==> src/rtl/game_sequencer.sv <==
// ----------------------------------------------------------------------------
// game_sequencer
//
// Top-level game controller for the player/invader datapath.
// - Owns the game state machine: IDLE, PLAYING, RESPAWN, GAME_OVER.
// - Produces the enable and movement strobes that pace the ship, bullet and
//   invader blocks.
// - Keeps score, remaining lives and wave level.
//
// Parameters
//   TICK_DIV       clock cycles per game tick (>= 2)
//   INV_BASE       game ticks per invader step at level 0 (>= 2)
//   RESPAWN_TICKS  game ticks spent in RESPAWN (>= 1)
//   LIVES          lives at game start (1..3)
//   SCORE_W        score width
//
// Ports
//   i_clk_36MHz         system clock
//   i_reset             synchronous active-high reset
//   i_start_debounced   one-cycle start pulse
//   i_hit               one-cycle pulse: player bullet hit an invader
//   i_ship_hit          one-cycle pulse: invader shot hit the ship
//   i_invaders_cleared  level: no invaders remain
//   i_invaders_landed   level: invaders reached the ship row
//   o_state             0 IDLE, 1 PLAYING, 2 RESPAWN, 3 GAME_OVER
//   o_enable            ship/bullet enable, high only in PLAYING
//   o_bullet_tick       one-cycle bullet step strobe (one per game tick)
//   o_invader_tick      one-cycle invader step strobe
//   o_wave_start        one-cycle pulse: reload invader formation
//   o_clear_score       one-cycle pulse on game start
//   o_score             current score (saturating)
//   o_lives             remaining lives
//   o_level             wave level (saturating at 15)
//
// Every output comes straight from a flop, so an input event at cycle n is
// visible at cycle n+1.
// ----------------------------------------------------------------------------
module game_sequencer #(
   parameter int TICK_DIV      = 3600000,
   parameter int INV_BASE      = 8,
   parameter int RESPAWN_TICKS = 20,
   parameter int LIVES         = 3,
   parameter int SCORE_W       = 8
) (
   input  logic               i_clk_36MHz,
   input  logic               i_reset,
   input  logic               i_start_debounced,
   input  logic               i_hit,
   input  logic               i_ship_hit,
   input  logic               i_invaders_cleared,
   input  logic               i_invaders_landed,
   output logic [1:0]         o_state,
   output logic               o_enable,
   output logic               o_bullet_tick,
   output logic               o_invader_tick,
   output logic               o_wave_start,
   output logic               o_clear_score,
   output logic [SCORE_W-1:0] o_score,
   output logic [1:0]         o_lives,
   output logic [3:0]         o_level
);

   localparam logic [1:0] ST_IDLE      = 2'd0;
   localparam logic [1:0] ST_PLAYING   = 2'd1;
   localparam logic [1:0] ST_RESPAWN   = 2'd2;
   localparam logic [1:0] ST_GAME_OVER = 2'd3;

   localparam int TICK_W      = $clog2(TICK_DIV);
   localparam int INV_W       = $clog2(INV_BASE);
   localparam int RESP_CYCLES = RESPAWN_TICKS * TICK_DIV;
   localparam int RESP_W      = $clog2(RESP_CYCLES);

   localparam logic [TICK_W-1:0]  TICK_LAST  = TICK_W'(TICK_DIV - 1);
   localparam logic [RESP_W-1:0]  RESP_LAST  = RESP_W'(RESP_CYCLES - 1);
   localparam logic [SCORE_W-1:0] SCORE_MAX  = '1;
   localparam logic [1:0]         LIVES_INIT = 2'(LIVES);
   localparam logic [3:0]         LEVEL_MAX  = 4'd15;

   // Registered state
   logic [1:0]         state_q,        state_d;
   logic               enable_q,       enable_d;
   logic               bullet_tick_q,  bullet_tick_d;
   logic               invader_tick_q, invader_tick_d;
   logic               wave_start_q,   wave_start_d;
   logic               clear_score_q,  clear_score_d;
   logic [SCORE_W-1:0] score_q,        score_d;
   logic [1:0]         lives_q,        lives_d;
   logic [3:0]         level_q,        level_d;
   logic [TICK_W-1:0]  tick_cnt_q,     tick_cnt_d;
   logic [INV_W-1:0]   inv_cnt_q,      inv_cnt_d;
   logic [RESP_W-1:0]  resp_cnt_q,     resp_cnt_d;
   // Remembers that RESPAWN was entered by clearing the wave, so the
   // formation is reloaded when play resumes.
   logic               reload_q,       reload_d;

   logic               game_tick;
   logic [INV_W-1:0]   inv_last;

   // Last invader-counter value of an invader period:
   // P - 1 where P = max(1, INV_BASE - level).
   always_comb begin
      if (int'(level_q) >= INV_BASE - 1) begin
         inv_last = '0;
      end else begin
         inv_last = INV_W'(INV_BASE - 1 - int'(level_q));
      end
   end

   assign game_tick = (state_q == ST_PLAYING) && (tick_cnt_q == TICK_LAST);

   always_comb begin
      state_d        = state_q;
      score_d        = score_q;
      lives_d        = lives_q;
      level_d        = level_q;
      tick_cnt_d     = tick_cnt_q;
      inv_cnt_d      = inv_cnt_q;
      resp_cnt_d     = resp_cnt_q;
      reload_d       = reload_q;
      bullet_tick_d  = 1'b0;
      invader_tick_d = 1'b0;
      wave_start_d   = 1'b0;
      clear_score_d  = 1'b0;

      case (state_q)
         ST_IDLE, ST_GAME_OVER: begin
            if (i_start_debounced) begin
               state_d       = ST_PLAYING;
               score_d       = '0;
               lives_d       = LIVES_INIT;
               level_d       = '0;
               clear_score_d = 1'b1;
               wave_start_d  = 1'b1;
               tick_cnt_d    = '0;
               inv_cnt_d     = '0;
               resp_cnt_d    = '0;
               reload_d      = 1'b0;
            end
         end

         ST_PLAYING: begin
            // Scoring is independent of the transition chosen below, so a
            // hit on the same cycle as a state change still counts.
            if (i_hit && (score_q != SCORE_MAX)) begin
               score_d = score_q + 1'b1;
            end

            if (i_invaders_landed) begin
               state_d = ST_GAME_OVER;
            end else if (i_ship_hit) begin
               lives_d = lives_q - 2'd1;
               if (lives_q == 2'd1) begin
                  state_d = ST_GAME_OVER;
               end else begin
                  state_d    = ST_RESPAWN;
                  resp_cnt_d = '0;
                  reload_d   = 1'b0;
               end
            end else if (i_invaders_cleared) begin
               if (level_q != LEVEL_MAX) begin
                  level_d = level_q + 4'd1;
               end
               state_d    = ST_RESPAWN;
               resp_cnt_d = '0;
               reload_d   = 1'b1;
            end else begin
               // Strobes are only issued while play continues, so none can
               // leak into the first cycle of RESPAWN or GAME_OVER.
               if (game_tick) begin
                  tick_cnt_d    = '0;
                  bullet_tick_d = 1'b1;
                  if (inv_cnt_q >= inv_last) begin
                     inv_cnt_d      = '0;
                     invader_tick_d = 1'b1;
                  end else begin
                     inv_cnt_d = inv_cnt_q + 1'b1;
                  end
               end else begin
                  tick_cnt_d = tick_cnt_q + 1'b1;
               end
            end
         end

         ST_RESPAWN: begin
            if (resp_cnt_q == RESP_LAST) begin
               state_d      = ST_PLAYING;
               wave_start_d = reload_q;
               reload_d     = 1'b0;
               tick_cnt_d   = '0;
               inv_cnt_d    = '0;
            end else begin
               resp_cnt_d = resp_cnt_q + 1'b1;
            end
         end

         default: begin
            state_d = ST_IDLE;
         end
      endcase

      // Registered decode of the next state keeps o_enable aligned with
      // o_state without a combinational path on the output.
      enable_d = (state_d == ST_PLAYING);
   end

   always_ff @(posedge i_clk_36MHz) begin
      if (i_reset) begin
         state_q        <= ST_IDLE;
         enable_q       <= 1'b0;
         bullet_tick_q  <= 1'b0;
         invader_tick_q <= 1'b0;
         wave_start_q   <= 1'b0;
         clear_score_q  <= 1'b0;
         score_q        <= '0;
         lives_q        <= LIVES_INIT;
         level_q        <= '0;
         tick_cnt_q     <= '0;
         inv_cnt_q      <= '0;
         resp_cnt_q     <= '0;
         reload_q       <= 1'b0;
      end else begin
         state_q        <= state_d;
         enable_q       <= enable_d;
         bullet_tick_q  <= bullet_tick_d;
         invader_tick_q <= invader_tick_d;
         wave_start_q   <= wave_start_d;
         clear_score_q  <= clear_score_d;
         score_q        <= score_d;
         lives_q        <= lives_d;
         level_q        <= level_d;
         tick_cnt_q     <= tick_cnt_d;
         inv_cnt_q      <= inv_cnt_d;
         resp_cnt_q     <= resp_cnt_d;
         reload_q       <= reload_d;
      end
   end

   assign o_state        = state_q;
   assign o_enable       = enable_q;
   assign o_bullet_tick  = bullet_tick_q;
   assign o_invader_tick = invader_tick_q;
   assign o_wave_start   = wave_start_q;
   assign o_clear_score  = clear_score_q;
   assign o_score        = score_q;
   assign o_lives        = lives_q;
   assign o_level        = level_q;

endmodule

==> config.mk <==
export PLATFORM = sky130hd
export DESIGN_NAME = game_sequencer
export DESIGN_NICKNAME = d
export VERILOG_FILES = /design/src/rtl/game_sequencer.sv
export SDC_FILE = /design/constraint.sdc
export NUM_CORES = 1
export LEC_CHECK = 0
export ABC_AREA = 1
export CAP_MARGIN = 10
export CORE_MARGIN = 3
export CORE_UTILIZATION = 40
export CTS_BUF_LIST = sky130_fd_sc_hd__clkbuf_2 sky130_fd_sc_hd__clkbuf_4 sky130_fd_sc_hd__clkbuf_8
export DETAILED_ROUTE_END_ITERATION = 10
export PLACE_DENSITY_LB_ADDON = 0.3
export SYNTH_ARGS = -nofsm -noshare
export SYNTH_HDL_FRONTEND = slang
export SYNTH_SLANG_ARGS = --single-unit
==> constraint.sdc <==
create_clock -name i_clk_36MHz -period 1.9 [get_ports i_clk_36MHz]
set_clock_uncertainty 0.15 [all_clocks]
set_input_delay 0.19 -clock i_clk_36MHz [delete_from_list [all_inputs] [get_ports i_clk_36MHz]]
set_output_delay 0.19 -clock i_clk_36MHz [all_outputs]
set_load 0.005 [all_outputs]
==> results of run 1 <==
[flip-flops by register name, summed over array words and instances, names as in the netlist]
signal          flops
o_score             8
resp_cnt_q         27
o_state             2
o_enable            1
tick_cnt_q         22
o_bullet_tick       1
inv_cnt_q           3
o_wave_start        1
reload_q            1
o_lives             2
o_level             4
o_invader_tick      1
o_clear_score       1
[cells in the final DEF (no fill, tap or decap), drive strengths merged, types with 3 or more instances in the layout]
| cell | netlist | routed |
|---|---|---|
| nand3b | 5 | 5 |
| o211ai | 4 | 4 |
| nand2 | 234 | 234 |
| buf | 14 | 91 |
| nand3 | 68 | 68 |
| xnor2 | 4 | 4 |
| nor3 | 14 | 14 |
| clkinv | 5 | 6 |
| a21oi | 42 | 42 |
| dfxtp | 74 | 74 |
| o21ai | 21 | 21 |
| xor2 | 9 | 9 |
| clkbuf | 8 | 10 |
| clkdlybuf4s50 | 0 | 27 |
| nor2 | 164 | 164 |
| inv | 86 | 88 |
| bufinv | 0 | 3 |
| nand4 | 22 | 22 |
| ha | 11 | 11 |
[area by class of cell]
type / instances / area [µm²]
Fill cell: 1164 / 5200
Multi-Input combinational cell: 614 / 3110
Sequential cell: 74 / 1490
Timing Repair Buffer: 119 / 1030
Inverter: 91 / 359
Tap cell: 143 / 179
Clock buffer: 9 / 124
Clock inverter: 7 / 116
[worst max-delay path, stage by stage (launching register included)]
cell      delay (ps)
dfxtp_2          360
ha_4             130
inv_1             50
nor2_4           110
nand2_4           80
clkinv_4          60
nand4_1          260
nand2_4          240
buf_12           150
nor2_1            40
nor2_1            90
nor2_1            60
[metrics by stage]
step                utilization  cells  TNS (ps)  hold WS [ps]
floorplan                     -    801         0           191
CTS                       0.526   1049         0           334
global route              0.552   1057     -1140           354
detailed placement        0.503   1032     -2480           321
global placement          0.503   1032     -1720           300
finish                    0.552   1057         0           336
[report_power, final]
group | internal (mW) | switching [mW]
Combinational | 0.503 | 0.615
Sequential | 1.63 | 0.0645
Clock | 0.871 | 0.645
Total | 3.00 | 1.32
[synth_stat cells (2+ instances only)]
library cell,n,area [µm²]
nand2_4,3,33.8
or2_2,2,12.5
buf_2,7,35.0
clkbuf_1,8,30.0
nand4_1,22,138
ha_1,11,138
o21ai_0,21,105
a21oi_1,37,185
nor3_1,14,70.1
nor3b_1,2,15.0
nand3b_1,5,37.5
nand2_1,225,845
nand3_1,67,335
xnor2_1,4,35.0
inv_2,3,11.3
nor4_1,2,12.5
buf_6,2,22.5
a21oi_2,5,43.8
inv_1,83,312
nor2_4,2,22.5
o211ai_1,4,30.0
o21bai_1,2,15.0
buf_4,2,15.0
dfxtp_1,74,1480
xor2_1,9,78.8
buf_1,3,11.3
clkinv_1,4,15.0
nor2_2,2,12.5
nor2_1,160,601
o21a_1,2,15.0
nand2_2,6,37.5
[layer usage]
| metal | GRT usage | vias to the layer above | part of all wire |
|---|---|---|---|
| met5 | 0 | - | 0 |
| met4 | 0.0596 | 0 | 0.016 |
| met3 | 0.0475 | 19 | 0.050 |
| met2 | 0.336 | 121 | 0.48 |
| met1 | 0.253 | 2346 | 0.45 |
| li1 | - | 2761 | - |
[cell families (layout without fill, tap and decap cells)]
family / after synthesis / count (layout) / share of synthesized area
compound gates: 75 / 75 / 0.0904
fa+ha+maj: 11 / 11 / 0.0285
simple gates: 515 / 515 / 0.456
buf+inv: 113 / 226 / 0.0953
flops: 74 / 74 / 0.307
xor+xnor: 13 / 13 / 0.0236
[final timing paths]
path	slack (ps)	depth (start not counted)	end	startpoint
setup reg to reg	6	11	resp_cnt_q[26]$_SDFFE_PP0P_	resp_cnt_q[0]$_SDFFE_PP0P_
hold reg to reg	340	2	resp_cnt_q[2]$_SDFFE_PP0P_	resp_cnt_q[2]$_SDFFE_PP0P_
hold / removal	340	2	resp_cnt_q[2]$_SDFFE_PP0P_	resp_cnt_q[2]$_SDFFE_PP0P_
setup / recovery	6	11	resp_cnt_q[26]$_SDFFE_PP0P_	resp_cnt_q[0]$_SDFFE_PP0P_
[what timing repair did]
action / CTS / global route
hold buffers: 0 / 0
setup endpoints to repair: 27 / 66
pin swaps: 1 / 27
setup buffers: 1 / 7
resized for setup: 8 / 65
cloned: 0 / 1
==> reports/results.ini, run 1 <==
[clock_network]
cts.sinks=74
clockBufferDepth=2
numCtsBuffers=9
insertion_delay_ps=380
path_clk_slew_ps=80
cts-htree-levels=3
cts_tree=done
clock-root-buffer=clkbuf_8

[pwr]
ir_drop_v=0.00103
power_mw=4.33
p_leak_nw=2.56
p_per_area_nw_per_um2=674

[global_route]
antenna_found_initial=0
grt_pass1_vias=4725
grt_pass1_wl_um=21600
grt_max_degree=21
grt_usage=0.199
gr-total-overflow=0

[finish]
fin_area_um2=6410
drive_gt1_frac=0.206
n_antenna_cell=0
final_nets=927
area_growth_pct=32.7

[floorplanning]
core_um2=11600
start_util=0.416
fp.dieH_um=116
rows=39
fp.dieW_um=116
dieArea_um2=13400
io_pins=28

[critical_path]
arrival_ps=2020
cp.required_ps=2020
start_kind=flip-flop
crit_path_max_fanout=6
path_class=reg -> reg
cp-end-kind=flip-flop

[synth]
syn-num-nets=819
ys_seq_elements=74
synth_edf_count=0
synthFlopType=dfxtp_1
syn_area_per_cell_um2=6.03
yosysUniqueCellTypes=39
syn-instance-count=801
ys.warnings.count=0
yosysSeqAreaShare=0.307
netlist_area_um2=4830
async_reset_ff_frac=0

[placed_design]
hpwl_um=9610
globalplace.congestion=0.936
port_buffers=27
place_area_um2=5840
place_ws_ps=-172

[sta]
worstMarginPinSlew_ps=358
min_period_ps=1890
maxSlewHeadroom=0.760
worst_slack_ps=5.65
rsz0062_at_grt=true
fmax_mhz=528
setup_viol=0
hold_violations=0
maxSlewViolCount=0
fin_crit_sh=0.997

[route]
routed_wl_um=13500
via_per_inst=4.96
drtIter0Drc=362
dr.pass1.iters=5
postRouteAntennaNets=0
wire_per_inst_um=12.7
drc=0
routed-via-count=5247

[status]
status=finished, final reports clean

[job]
cap_viol_max_count=0

[min_path]
hp-class=reg -> reg

Note: power is estimated with default switching activity, not from simulation.
==> run 2: changes to the inputs <==
SLEW_MARGIN = 20   (was unset)
==> results of run 2 <==
Same layout as run 1: the final DEF is identical, and so are final timing and power.
